==> src/rtl/host_link_pkg.sv <==
// Shared types, default parameters and the XOR checksum helper for host_link.
package host_link_pkg;

    localparam int unsigned RX_BYTES_DEF    = 76;
    localparam int unsigned TX_BYTES_DEF    = 32;
    localparam int unsigned TX_REPEAT_DEF   = 1;
    localparam int unsigned CHECKSUM_EN_DEF = 1;
    localparam int unsigned RX_TIMEOUT_DEF  = 200000;

    localparam int unsigned XOR_MAX_BYTES = 256;
    localparam int unsigned XOR_W         = XOR_MAX_BYTES * 8;

    typedef enum logic [1:0] {
        TX_IDLE  = 2'd0,
        TX_ISSUE = 2'd1,
        TX_WAIT  = 2'd2,
        TX_DONE  = 2'd3
    } tx_state_t;

    // XOR of the low nbytes bytes of data; callers zero-extend to XOR_W.
    function automatic logic [7:0] xor_bytes(input logic [XOR_W-1:0] data,
                                             input int unsigned     nbytes);
        logic [7:0] acc;
        acc = 8'h00;
        for (int unsigned i = 0; i < XOR_MAX_BYTES; i++) begin
            if (i < nbytes) acc = acc ^ data[i*8 +: 8];
        end
        return acc;
    endfunction

endpackage

==> src/rtl/host_link_if.sv <==
// Byte-stream host link bundle: RX assembly side and TX serialiser side.
interface host_link_if
    import host_link_pkg::*;
#(
    parameter int unsigned RX_BYTES = RX_BYTES_DEF,
    parameter int unsigned TX_BYTES = TX_BYTES_DEF
);
    logic                  rx_enable;
    logic                  rx_byte_valid;
    logic [7:0]            rx_byte;
    logic [RX_BYTES*8-1:0] rx_block;
    logic                  rx_done;
    logic                  rx_error;
    logic                  rx_timeout;
    logic [7:0]            rx_count;

    logic                  tx_enable;
    logic [TX_BYTES*8-1:0] tx_payload;
    logic                  tx_byte_done;
    logic                  tx_dv;
    logic [7:0]            tx_byte;
    logic                  tx_done;

    modport slave (
        input  rx_enable, rx_byte_valid, rx_byte,
        output rx_block, rx_done, rx_error, rx_timeout, rx_count,
        input  tx_enable, tx_payload, tx_byte_done,
        output tx_dv, tx_byte, tx_done
    );

    modport master (
        output rx_enable, rx_byte_valid, rx_byte,
        input  rx_block, rx_done, rx_error, rx_timeout, rx_count,
        output tx_enable, tx_payload, tx_byte_done,
        input  tx_dv, tx_byte, tx_done
    );
endinterface

==> src/rtl/host_link_tx.sv <==
// TX serialiser: snapshots the payload, then strobes each byte (plus checksum)
// TX_REPEAT times to the UART, waiting for its done strobe between bytes.
module host_link_tx
    import host_link_pkg::*;
#(
    parameter int unsigned TX_BYTES    = TX_BYTES_DEF,
    parameter int unsigned TX_REPEAT   = TX_REPEAT_DEF,
    parameter int unsigned CHECKSUM_EN = CHECKSUM_EN_DEF
) (
    input  logic                  clk,
    input  logic                  rst_i,
    input  logic                  tx_enable,
    input  logic [TX_BYTES*8-1:0] tx_payload,
    input  logic                  tx_byte_done,
    output logic                  tx_dv,
    output logic [7:0]            tx_byte,
    output logic                  tx_done
);
    localparam int unsigned TXW    = TX_BYTES * 8;
    localparam int unsigned NBYTES = TX_BYTES + ((CHECKSUM_EN != 0) ? 1 : 0);
    localparam int unsigned IDX_W  = $clog2(NBYTES + 1);
    localparam int unsigned REP_W  = 4;

    tx_state_t        state_q, state_d;
    logic [TXW-1:0]   shadow_q, shadow_d;
    logic [7:0]       ck_q, ck_d;
    logic [IDX_W-1:0] idx_q, idx_d;
    logic [REP_W-1:0] rep_q, rep_d;
    logic             tx_dv_q, tx_dv_d;
    logic [7:0]       tx_byte_q, tx_byte_d;
    logic             tx_done_q, tx_done_d;

    logic             last_rep_c;
    logic             last_byte_c;
    logic [7:0]       cur_byte_c;

    always_ff @(posedge clk or posedge rst_i) begin
        if (rst_i) begin
            state_q   <= TX_IDLE;
            shadow_q  <= '0;
            ck_q      <= 8'h00;
            idx_q     <= '0;
            rep_q     <= '0;
            tx_dv_q   <= 1'b0;
            tx_byte_q <= 8'h00;
            tx_done_q <= 1'b0;
        end else begin
            state_q   <= state_d;
            shadow_q  <= shadow_d;
            ck_q      <= ck_d;
            idx_q     <= idx_d;
            rep_q     <= rep_d;
            tx_dv_q   <= tx_dv_d;
            tx_byte_q <= tx_byte_d;
            tx_done_q <= tx_done_d;
        end
    end

    always_comb begin
        state_d   = state_q;
        shadow_d  = shadow_q;
        ck_d      = ck_q;
        idx_d     = idx_q;
        rep_d     = rep_q;
        tx_dv_d   = 1'b0;
        tx_byte_d = tx_byte_q;
        tx_done_d = 1'b0;

        last_rep_c  = (rep_q == REP_W'(TX_REPEAT - 1));
        last_byte_c = (idx_q == IDX_W'(NBYTES - 1));

        // Index past the payload selects the checksum byte.
        cur_byte_c = ck_q;
        for (int unsigned i = 0; i < TX_BYTES; i++) begin
            if (idx_q == IDX_W'(i)) cur_byte_c = shadow_q[i*8 +: 8];
        end

        case (state_q)
            TX_IDLE: begin
                if (tx_enable) begin
                    shadow_d = tx_payload;
                    ck_d     = (CHECKSUM_EN != 0) ? xor_bytes(XOR_W'(tx_payload), TX_BYTES) : 8'h00;
                    idx_d    = '0;
                    rep_d    = '0;
                    state_d  = TX_ISSUE;
                end
            end
            TX_ISSUE: begin
                tx_dv_d   = 1'b1;
                tx_byte_d = cur_byte_c;
                state_d   = TX_WAIT;
            end
            TX_WAIT: begin
                if (tx_byte_done) begin
                    if (last_rep_c && last_byte_c) begin
                        state_d   = TX_DONE;
                        tx_done_d = 1'b1;
                    end else begin
                        state_d = TX_ISSUE;
                        if (last_rep_c) begin
                            rep_d = '0;
                            idx_d = idx_q + IDX_W'(1);
                        end else begin
                            rep_d = rep_q + REP_W'(1);
                        end
                    end
                end
            end
            TX_DONE: begin
                // Hold here until the requester lets go, so a held enable never resends.
                if (!tx_enable) state_d = TX_IDLE;
            end
            default: state_d = TX_IDLE;
        endcase
    end

    assign tx_dv   = tx_dv_q;
    assign tx_byte = tx_byte_q;
    assign tx_done = tx_done_q;

endmodule

==> src/rtl/host_link.sv <==
// Host link top: RX frame assembler with XOR check and inter-byte timeout,
// plus the TX serialiser sub-module; the two paths are fully independent.
module host_link
    import host_link_pkg::*;
#(
    parameter int unsigned RX_BYTES    = RX_BYTES_DEF,
    parameter int unsigned TX_BYTES    = TX_BYTES_DEF,
    parameter int unsigned TX_REPEAT   = TX_REPEAT_DEF,
    parameter int unsigned CHECKSUM_EN = CHECKSUM_EN_DEF,
    parameter int unsigned RX_TIMEOUT  = RX_TIMEOUT_DEF
) (
    input  logic       clk,
    input  logic       rst_i,
    host_link_if.slave bus
);
    localparam int unsigned RXW  = RX_BYTES * 8;
    localparam int unsigned TO_W = (RX_TIMEOUT > 1) ? $clog2(RX_TIMEOUT + 1) : 1;

    logic [RXW-1:0]  asm_q, asm_d;
    logic [RXW-1:0]  rx_block_q, rx_block_d;
    logic [7:0]      rx_count_q, rx_count_d;
    logic [7:0]      rx_xor_q, rx_xor_d;
    logic [TO_W-1:0] to_cnt_q, to_cnt_d;
    logic            rx_done_q, rx_done_d;
    logic            rx_error_q, rx_error_d;
    logic            rx_timeout_q, rx_timeout_d;

    logic            accept_c;
    logic            ck_pend_c;
    logic            last_payload_c;

    always_ff @(posedge clk or posedge rst_i) begin
        if (rst_i) begin
            asm_q        <= '0;
            rx_block_q   <= '0;
            rx_count_q   <= 8'h00;
            rx_xor_q     <= 8'h00;
            to_cnt_q     <= '0;
            rx_done_q    <= 1'b0;
            rx_error_q   <= 1'b0;
            rx_timeout_q <= 1'b0;
        end else begin
            asm_q        <= asm_d;
            rx_block_q   <= rx_block_d;
            rx_count_q   <= rx_count_d;
            rx_xor_q     <= rx_xor_d;
            to_cnt_q     <= to_cnt_d;
            rx_done_q    <= rx_done_d;
            rx_error_q   <= rx_error_d;
            rx_timeout_q <= rx_timeout_d;
        end
    end

    always_comb begin
        asm_d        = asm_q;
        rx_block_d   = rx_block_q;
        rx_count_d   = rx_count_q;
        rx_xor_d     = rx_xor_q;
        to_cnt_d     = to_cnt_q;
        rx_done_d    = 1'b0;
        rx_error_d   = 1'b0;
        rx_timeout_d = 1'b0;

        accept_c       = bus.rx_enable & bus.rx_byte_valid;
        // rx_count sitting at RX_BYTES means only the checksum byte is outstanding.
        ck_pend_c      = (CHECKSUM_EN != 0) && (rx_count_q == 8'(RX_BYTES));
        last_payload_c = (rx_count_q == 8'(RX_BYTES - 1));

        if (accept_c) begin
            to_cnt_d = '0;
            if (ck_pend_c) begin
                rx_done_d  = 1'b1;
                rx_count_d = 8'h00;
                rx_xor_d   = 8'h00;
                if (bus.rx_byte == rx_xor_q) rx_block_d = asm_q;
                else                         rx_error_d = 1'b1;
            end else begin
                for (int unsigned i = 0; i < RX_BYTES; i++) begin
                    if (rx_count_q == 8'(i)) asm_d[i*8 +: 8] = bus.rx_byte;
                end
                rx_xor_d   = rx_xor_q ^ bus.rx_byte;
                rx_count_d = rx_count_q + 8'd1;
                if ((CHECKSUM_EN == 0) && last_payload_c) begin
                    rx_done_d  = 1'b1;
                    rx_count_d = 8'h00;
                    rx_xor_d   = 8'h00;
                    rx_block_d = asm_d;
                end
            end
        end else if ((RX_TIMEOUT != 0) && (rx_count_q != 8'h00)) begin
            // Stall counter keeps running even while rx_enable is low.
            if (to_cnt_q == TO_W'(RX_TIMEOUT - 1)) begin
                rx_timeout_d = 1'b1;
                rx_count_d   = 8'h00;
                rx_xor_d     = 8'h00;
                to_cnt_d     = '0;
            end else begin
                to_cnt_d = to_cnt_q + TO_W'(1);
            end
        end
    end

    assign bus.rx_block   = rx_block_q;
    assign bus.rx_done    = rx_done_q;
    assign bus.rx_error   = rx_error_q;
    assign bus.rx_timeout = rx_timeout_q;
    assign bus.rx_count   = rx_count_q;

    host_link_tx #(
        .TX_BYTES    (TX_BYTES),
        .TX_REPEAT   (TX_REPEAT),
        .CHECKSUM_EN (CHECKSUM_EN)
    ) u_tx (
        .clk          (clk),
        .rst_i        (rst_i),
        .tx_enable    (bus.tx_enable),
        .tx_payload   (bus.tx_payload),
        .tx_byte_done (bus.tx_byte_done),
        .tx_dv        (bus.tx_dv),
        .tx_byte      (bus.tx_byte),
        .tx_done      (bus.tx_done)
    );

endmodule

==> src/flat_wrapper.sv <==
// flat-port wrapper written by rule: the top's interface ports become plain ports
module host_link_flat import host_link_pkg::*;
#(
    parameter int unsigned RX_BYTES    = RX_BYTES_DEF,
    parameter int unsigned TX_BYTES    = TX_BYTES_DEF,
    parameter int unsigned TX_REPEAT   = TX_REPEAT_DEF,
    parameter int unsigned CHECKSUM_EN = CHECKSUM_EN_DEF,
    parameter int unsigned RX_TIMEOUT  = RX_TIMEOUT_DEF
)
  (clk, rst_i, bus_rx_enable, bus_rx_byte_valid, bus_rx_byte, bus_rx_block, bus_rx_done, bus_rx_error, bus_rx_timeout, bus_rx_count, bus_tx_enable, bus_tx_payload, bus_tx_byte_done, bus_tx_dv, bus_tx_byte, bus_tx_done);
  host_link_if #(.RX_BYTES(RX_BYTES), .TX_BYTES(TX_BYTES)) bus_i ();
  input  logic clk;
  input  logic rst_i;
  input wire logic [$bits(bus_i.rx_enable)-1:0] bus_rx_enable;
  input wire logic [$bits(bus_i.rx_byte_valid)-1:0] bus_rx_byte_valid;
  input wire logic [$bits(bus_i.rx_byte)-1:0] bus_rx_byte;
  output wire logic [$bits(bus_i.rx_block)-1:0] bus_rx_block;
  output wire logic [$bits(bus_i.rx_done)-1:0] bus_rx_done;
  output wire logic [$bits(bus_i.rx_error)-1:0] bus_rx_error;
  output wire logic [$bits(bus_i.rx_timeout)-1:0] bus_rx_timeout;
  output wire logic [$bits(bus_i.rx_count)-1:0] bus_rx_count;
  input wire logic [$bits(bus_i.tx_enable)-1:0] bus_tx_enable;
  input wire logic [$bits(bus_i.tx_payload)-1:0] bus_tx_payload;
  input wire logic [$bits(bus_i.tx_byte_done)-1:0] bus_tx_byte_done;
  output wire logic [$bits(bus_i.tx_dv)-1:0] bus_tx_dv;
  output wire logic [$bits(bus_i.tx_byte)-1:0] bus_tx_byte;
  output wire logic [$bits(bus_i.tx_done)-1:0] bus_tx_done;
  assign bus_i.rx_enable = bus_rx_enable;
  assign bus_i.rx_byte_valid = bus_rx_byte_valid;
  assign bus_i.rx_byte = bus_rx_byte;
  assign bus_rx_block = bus_i.rx_block;
  assign bus_rx_done = bus_i.rx_done;
  assign bus_rx_error = bus_i.rx_error;
  assign bus_rx_timeout = bus_i.rx_timeout;
  assign bus_rx_count = bus_i.rx_count;
  assign bus_i.tx_enable = bus_tx_enable;
  assign bus_i.tx_payload = bus_tx_payload;
  assign bus_i.tx_byte_done = bus_tx_byte_done;
  assign bus_tx_dv = bus_i.tx_dv;
  assign bus_tx_byte = bus_i.tx_byte;
  assign bus_tx_done = bus_i.tx_done;
  host_link #(.RX_BYTES(RX_BYTES), .TX_BYTES(TX_BYTES), .TX_REPEAT(TX_REPEAT), .CHECKSUM_EN(CHECKSUM_EN), .RX_TIMEOUT(RX_TIMEOUT)) u_core (.clk(clk), .rst_i(rst_i), .bus(bus_i));
endmodule
==> config.mk <==
export PLATFORM = sky130hd
export DESIGN_NAME = host_link_flat
export DESIGN_NICKNAME = d
export VERILOG_FILES = /design/src/rtl/host_link_pkg.sv /design/src/rtl/host_link_if.sv /design/src/rtl/host_link_tx.sv /design/src/rtl/host_link.sv /design/src/flat_wrapper.sv
export SDC_FILE = /design/constraint.sdc
export NUM_CORES = 2
export LEC_CHECK = 0
export ABC_AREA = 1
export BUFFER_PORTS_ARGS = -buffer_cell sky130_fd_sc_hd__buf_2
export CORE_MARGIN = 1
export CORE_UTILIZATION = 45
export CTS_CLUSTER_SIZE = 8
export DETAILED_ROUTE_END_ITERATION = 12
export HOLD_SLACK_MARGIN = 0.15
export SLEW_MARGIN = 20
export SYNTH_ARGS = -nofsm -noshare
export SYNTH_HDL_FRONTEND = slang
export SYNTH_HIERARCHICAL = 1
export SYNTH_SLANG_ARGS = --single-unit
==> constraint.sdc <==
create_clock -name clk -period 54 [get_ports clk]
set_input_delay 10.8 -clock clk [delete_from_list [all_inputs] [get_ports clk]]
set_output_delay 10.8 -clock clk [all_outputs]
set_load 0.02 [all_outputs]
## After elaboration in Yosys (flattened, before gate mapping)

Index checks and enable logic that the tools add are counted.

| cells by class | value |
|---|---|
| add/sub/neg operators | 4 |
| $mul | 0 |
| div/mod/pow operators | 0 |
| $lt $le $gt $ge | 0 |
| equal/unequal tests | 118 |
| shifts and indexed selects | 0 |
| mux-type cells | 130 |
| bitwise logic cells | 34 |
| reduce and logical (&&, ||, !) cells | 91 |

Operators by type and width:

| operator | count |
|---|---|
| two-way mux 8 bit | 100 |
| equality test 8 x 6 -> 1 bit, second input constant | 32 |
| bitwise XOR 8 bit | 32 |
| AND reduction 3 bit | 78 |
| equality test 8 x 5 -> 1 bit, second input constant | 16 |
| equality test 8 x 7 -> 1 bit, second input constant | 13 |
| equality test 6 x 5 -> 1 bit, second input constant | 16 |
| equality test 8 x 4 -> 1 bit, second input constant | 8 |
| two-way mux 18 bit | 3 |
| equality test 6 x 4 -> 1 bit, second input constant | 8 |
| equality test 8 x 3 -> 1 bit, second input constant | 4 |
| equality test 6 x 3 -> 1 bit, second input constant | 4 |
| two-way mux 6 bit | 4 |
| adder 18 x 1 -> 18 bit, second input constant | 1 |
| equality test 18 bit, second input constant | 1 |
| equality test 8 x 2 -> 1 bit, second input constant | 2 |
| two-way mux 4 bit | 4 |
| equality test 6 x 2 -> 1 bit, second input constant | 2 |
| two-way mux 1 bit | 12 |
| one-hot mux 6 bit (2 select lines) | 1 |
| != test 2 bit, second input constant | 5 |
| adder 8 x 1 -> 8 bit, second input constant | 1 |
| equality test 8 x 1 -> 1 bit, second input constant | 1 |
| equality test 8 bit | 1 |
| 21 further kinds | 28 |

| word-level totals | value |
|---|---|
| register bits after elaboration | 1539 |
| bits in latches | 0 |
| bits in writable memories | 0 |
| bits in read-only memories | 0 |
| input port bits | 270 |
| output and inout port bits | 629 |
| logic and storage cells | 468 |
| memories kept | 0 |

## Longest topological paths before layout

| depth | value |
|---|---|
| word-level depth | 93 |
| depth in mapped cells | 44 |
| mapped depth without buffers | 44 |

## Modules after synthesis

Netlist, hierarchy kept.

By module, submodules not included:

| module | times used | cells an instance | area an instance (um2) | seq. area each (um2) |
|---|---|---|---|---|
| host_link | 1 | 5160 | 48963.2 | 31355.1 |
| host_link_tx | 1 | 2242 | 16374.5 | 7156.9 |

## Worst setup path before layout

Ideal clock, no wire load.

| timing path | value |
|---|---|
| path kind | input-to-reg |
| from | input port bus_tx_payload[1] |
| to | register u_core.u_tx.ck_q[1] |
| setup time | 0.118 ns |
| arrival time | 12.917 ns |
| data required time | 53.882 ns |
| slack | 40.965 ns |
| stages on the path | 14 |
| buffers on the path | 0 |
| path through | xnor2_1 -> xnor2_1 -> xor2_1 -> xor2_1 -> xor2_1 -> xor2_1 -> xor2_1 -> xor2_1 -> xor2_1 -> xor2_1 -> inv_1 -> or2_2 -> nand3_1 -> nand2_1 |

| between the ends | value |
|---|---|
| longest elaborated chain between the ends | 93 |

RTL lines:

| element | line | text |
|---|---|---|
| from (decl) | flat_wrapper.sv:23 | `input wire logic [$bits(bus_i.tx_payload)-1:0] bus_tx_payload;` |
| two-way mux 8 bit | host_link_tx.sv:80 | `if (tx_enable) begin` |
| two-way mux 8 bit | host_link_tx.sv:78 | `case (state_q)` |
| bitwise XOR 8 bit | host_link_pkg.sv:26 | `if (i < nbytes) acc = acc ^ data[i*8 +: 8];` |
| two-way mux 8 bit | host_link_tx.sv:80 |  |
| two-way mux 8 bit | host_link_tx.sv:78 |  |
| bitwise XOR 8 bit | host_link_pkg.sv:26 |  |
| two-way mux 8 bit | host_link_tx.sv:80 |  |
| two-way mux 8 bit | host_link_tx.sv:78 |  |
| [77 not listed] | - |  |
| two-way mux 8 bit | host_link_tx.sv:78 |  |
| bitwise XOR 8 bit | host_link_pkg.sv:26 |  |
| two-way mux 8 bit | host_link_tx.sv:80 |  |
| two-way mux 8 bit | host_link_tx.sv:78 |  |
| bitwise XOR 8 bit | host_link_pkg.sv:26 |  |
| two-way mux 8 bit | host_link_tx.sv:80 |  |
| two-way mux 8 bit | host_link_tx.sv:78 |  |
| bitwise XOR 8 bit | host_link_pkg.sv:26 |  |
| to (signal assigned) | host_link_tx.sv:50 | `ck_q <= ck_d;` |
| to (decl) | host_link_tx.sv:26 | `logic [7:0] ck_q, ck_d;` |

Every way passes these cells. The select of a mux whose other input is x is not followed.
A chain may end at the register's enable or synchronous reset.

## Worst setup path in the final report

| timing path | value |
|---|---|
| from | input port bus_rx_byte_valid |
| to | register u_core.rx_block_q[278], in the netlist u_core/bus.rx_block[278] |

| between the ends | value |
|---|---|
| longest elaborated chain between the ends | 2 |

RTL lines:

| element | line | text |
|---|---|---|
| from (decl) | flat_wrapper.sv:15 | `input wire logic [$bits(bus_i.rx_byte_valid)-1:0] bus_rx_byte_valid;` |
| bitwise AND 1 bit | host_link.sv:64 | `accept_c = bus.rx_enable & bus.rx_byte_valid;` |
| AND reduction 3 bit (no source line) | - |  |
| to (signal assigned) | host_link.sv:44 | `rx_block_q <= rx_block_d;` |
| to (decl) | host_link.sv:20 | `logic [RXW-1:0] rx_block_q, rx_block_d;` |

Every way passes these cells.

==> flow_summary.toml <==
[clock_tree]
ctsResizeCount = 0
clock_buffers_created_by_tritoncts = 211
cts_buffer_depth = 3
clkLatencyLatePin_ps = 830
cts_tree = "yes"
cts_num_sinks = 1539
clkTransAtPathRegs_ps = 50
post_cts_hold_buffer_count = 0
level_count_of_the_clock_h_tree = 4
cts_setup_buffers = 0
clock_tree.root_cell = "sky130_fd_sc_hd__clkbuf_16"

[synth]
syn-cell-area_um2 = 65300
ys_warn_count = 6
synth_seq_cells = 1539
synth_cell_types = 37
syn_inst_count = 7402
synth_fp_nets = 7683
syn-mean-instance-area_um2 = 8.83
ys_seq_area_share_pct = 58.9

[floorplan]
ioPinCount = 899
initial_standard_cell_utilization_of_the_core_pct = 45.4
fp.dieW_um = 383
core.rowCount = 139
die_area_um2 = 147000
fp.coreArea_um2 = 144000
die_height_um = 383

[critical_path]
flop2flop_setup_slack_ps = 48150
crit_fanout = 92
timing.critical_path.to = "u_core/bus.rx_block[278]"
cp_slowest_cell = "sky130_fd_sc_hd__buf_4"
delay_contributed_by_the_slowest_stage_of_the_critical_path_ps = 900
critical_path.reg2reg.endpoint = "u_core/bus.rx_block[278]"
critical_path_depth = 9
critical_path.top_delay_family = "buffers and inverters"
crit_top_cell = "sky130_fd_sc_hd__buf_4"
rr_worst_depth = 14
startpoint_type = "input pin"
cp.required_ps = 54730
criticalPathCategory = "input pin to flop"
startpoint = "bus_rx_byte_valid"
timing.critical_path.cells = "buf_2 -> nand2_1 -> nor2_4 -> buf_4 -> buf_4 -> buf_4 -> buf_4 -> nand4_1 -> nand2_1"
crit_path_end_kind = "flop"
critical_path_buffers_and_inverters = 5
critPathArrivalTime_ps = 15820
r2r_start = "u_core/bus.rx_count[0]"

[sta]
finClkSkew_ps = 66.2
post-route-min-period_ps = 15080
timing.setup.tns_ps = 0
max_slew_margin_pct = 24.6
final_number_of_hold_violating_endpoints = 0
grt_setup_unrepaired = "false"
fmax_mhz = 66.3
pins_over_their_slew_limit = 0
layout_worst_path_cycle_share_pct = 27.9
report.final.setup_viol = 0
worst-slew-pin-transition_ps = 1130

[place]
globalplace.congestion = 0.908
buffer_ports.inserted = 898
hpwlAfterDp_um = 146000
postPlaceCellArea_um2 = 70500
dp_cells = 9746

[route]
detailedRoute.firstIterationViolations = 5638
postRouteAntennaNets = 0
detail_route.wl_per_cell_um = 22.4
detail_route.first_pass.iterations = 10
drc = 61
via_count = 54703
detail_route.wirelength_um = 223000
route.detailed.vias_per_inst = 5.48

[global_route]
grt_first_pass_wirelength_um = 333000
first_global_vias = 52128
gr-usage-all-layers_pct = 30.0
grt_antenna_before_repair = 12
grt-ovfl-total = 0
largest_net_degree_at_the_start_of_global_routing = 219

[worst_hold_path]
worst_hold_path_type = "flop to flop"

[cells_and_area]
layout-area-overhead-vs-synth_pct = 16.7
design_area_um2 = 76200
num-nets-final = 8340
fin_cells = 9984
fin_util_pct = 53.0
fillers = 13424
final_layout_size_suffix_gt1_share_pct = 15.5

[power]
p_per_area_nw_per_um2 = 43.1
irDropWorstVdd_mv = 0.0302
final_power_mw = 3.28
power_leakage_nw = 40.8

[run_status]
failed_checks = "design-rule violations"
run_status = "finished, violations left"

[job]
max-cap-violations = 0
## tightest hold or removal path, cell delays in order (launching register included)
cell and delay [ps]:
sky130_fd_sc_hd__dfrtp_1 330, sky130_fd_sc_hd__nand2_1 50, sky130_fd_sc_hd__nand2_1 40
## cells by family after synthesis
kind of cell | share of synthesized area [%]
buffers and inverters | 5.14
xor gates and xnor gates | 3.55
AOI/OAI and AO/OA | 6.91
DFF | 58.9
adders and majority gates | 0.211
and+or+nand+nor | 25.2
## through the flow
stage / hold slack, ps / worst slack [ps]
2_1_floorplan: 441 / 7890
3_3_place_gp: 449 / 37840
3_5_place_dp: 454 / 37780
4_1_cts: 465 / 38640
5_1_grt: 481 / 38690
6_report: 462 / 38920
## layer usage
| metal | share of wire (%) | track usage, % | vias to the layer above |
|---|---|---|---|
| li1 | - | - | 25280 |
| met1 | 42 | 41.9 | 26664 |
| met2 | 45 | 45.4 | 2332 |
| met3 | 7.7 | 5.21 | 413 |
| met4 | 4.9 | 14.4 | 14 |
| met5 | 0.039 | 0 | - |
## registers in the layout, indices dropped and copies added (netlist names)
signal,count
u_core/rx_xor_q,8
u_core/bus.rx_block,608
u_core/u_tx/rep_q,4
u_core/bus.rx_error,1
u_core/asm_q,608
u_core/u_tx/shadow_q,256
u_core/u_tx/tx_dv,1
u_core/u_tx/tx_byte,8
u_core/bus.rx_count,8
u_core/u_tx/state_q,2
u_core/u_tx/idx_q,6
u_core/u_tx/tx_done,1
u_core/u_tx/ck_q,8
u_core/to_cnt_q,18
u_core/bus.rx_timeout,1
u_core/bus.rx_done,1
## area by class of cell
type	count	area [um^2]	share of cell area (%)
antenna	3	7.51	0.00985
clock buffer	218	5370	7.04
clock inverter	14	293	0.384
inverter	271	1040	1.37
multi-input combinational	5074	23500	30.8
sequential	1539	38500	50.5
tap	1903	2380	3.12
timing repair buffer	962	5110	6.70
## cells in the final DEF, fill, tap and decap left out, types with 4 or more instances in the layout
cell type / instances
sky130_fd_sc_hd__buf_2: 898
sky130_fd_sc_hd__nand3b_1: 8
sky130_fd_sc_hd__nand2_1: 2956
sky130_fd_sc_hd__ha_1: 11
sky130_fd_sc_hd__inv_2: 12
sky130_fd_sc_hd__buf_4: 53
sky130_fd_sc_hd__o21ai_0: 767
sky130_fd_sc_hd__clkinv_8: 4
sky130_fd_sc_hd__clkinv_16: 5
sky130_fd_sc_hd__clkbuf_16: 213
sky130_fd_sc_hd__nand4_1: 625
sky130_fd_sc_hd__buf_12: 7
sky130_fd_sc_hd__inv_1: 251
sky130_fd_sc_hd__nor3_1: 7
sky130_fd_sc_hd__nor2_1: 190
sky130_fd_sc_hd__dfrtp_1: 1539
sky130_fd_sc_hd__a21oi_1: 106
sky130_fd_sc_hd__xnor2_1: 166
sky130_fd_sc_hd__o21ai_1: 16
sky130_fd_sc_hd__nor2_4: 10
sky130_fd_sc_hd__nand3_1: 70
sky130_fd_sc_hd__xor2_1: 99
sky130_fd_sc_hd__or2_2: 14
sky130_fd_sc_hd__nor2_2: 8
## worst min path at each step
| stage | start | end | slack (ps) | cells after the start |
|---|---|---|---|---|
| after floorplan | u_core/u_tx/shadow_q[54] | u_core/u_tx/shadow_q[54] | 440 | 2 |
| after global placement | u_core/bus.rx_block[498] | u_core/bus.rx_block[498] | 450 | 2 |
| after detailed placement | u_core/bus.rx_block[6] | u_core/bus.rx_block[6] | 450 | 2 |
| after CTS | u_core/bus.rx_block[221] | u_core/bus.rx_block[221] | 470 | 2 |
| after global routing | u_core/bus.rx_block[14] | u_core/bus.rx_block[14] | 480 | 2 |
| final | u_core/bus.rx_block[146] | u_core/bus.rx_block[146] | 460 | 2 |
## cell usage after synthesis
library cell | count | area share, %
sky130_fd_sc_hd__o21bai_1 | 2 | 0.023
sky130_fd_sc_hd__o2111ai_1 | 1 | 0.013
sky130_fd_sc_hd__ha_1 | 11 | 0.21
sky130_fd_sc_hd__clkbuf_1 | 330 | 1.9
sky130_fd_sc_hd__dfrtp_1 | 1539 | 59
sky130_fd_sc_hd__nand3_2 | 3 | 0.046
sky130_fd_sc_hd__o211ai_1 | 3 | 0.034
sky130_fd_sc_hd__buf_2 | 150 | 1.1
sky130_fd_sc_hd__a31oi_1 | 1 | 0.0096
sky130_fd_sc_hd__nor3b_1 | 1 | 0.011
sky130_fd_sc_hd__buf_6 | 24 | 0.41
sky130_fd_sc_hd__nor2_2 | 7 | 0.067
sky130_fd_sc_hd__or2_2 | 14 | 0.13
sky130_fd_sc_hd__nor3_1 | 7 | 0.054
sky130_fd_sc_hd__inv_1 | 261 | 1.5
sky130_fd_sc_hd__o22ai_1 | 1 | 0.0096
sky130_fd_sc_hd__and2_1 | 1 | 0.0096
sky130_fd_sc_hd__nand3_1 | 70 | 0.54
sky130_fd_sc_hd__xnor2_1 | 166 | 2.2
sky130_fd_sc_hd__nand3b_1 | 8 | 0.092
sky130_fd_sc_hd__inv_2 | 8 | 0.046
sky130_fd_sc_hd__buf_1 | 7 | 0.040
sky130_fd_sc_hd__nor2_1 | 193 | 1.1
sky130_fd_sc_hd__o21ai_0 | 767 | 5.9
sky130_fd_sc_hd__xor2_1 | 99 | 1.3
sky130_fd_sc_hd__clkinv_1 | 2 | 0.011
sky130_fd_sc_hd__or2_0 | 1 | 0.0096
sky130_fd_sc_hd__nand2_1 | 2957 | 17
sky130_fd_sc_hd__or2_1 | 1 | 0.0096
sky130_fd_sc_hd__nor2_4 | 8 | 0.14
sky130_fd_sc_hd__a21boi_0 | 1 | 0.011
sky130_fd_sc_hd__a21oi_1 | 106 | 0.81
sky130_fd_sc_hd__buf_4 | 7 | 0.080
sky130_fd_sc_hd__nor2_8 | 1 | 0.031
sky130_fd_sc_hd__nand4_1 | 625 | 6.0
sky130_fd_sc_hd__o21ai_1 | 16 | 0.12
sky130_fd_sc_hd__nand2_2 | 3 | 0.029
## report_power, final
| part | switching [mW] | leakage (nW) | internal [mW] | total (mW) |
|---|---|---|---|---|
| Sequential | 0.0845 | 20.9 | 1.31 | 1.40 |
| Clock | 0.484 | 2.77 | 0.695 | 1.18 |
| Combinational | 0.511 | 17.1 | 0.194 | 0.706 |
No activity file was read; power rests on OpenSTA's default activity.
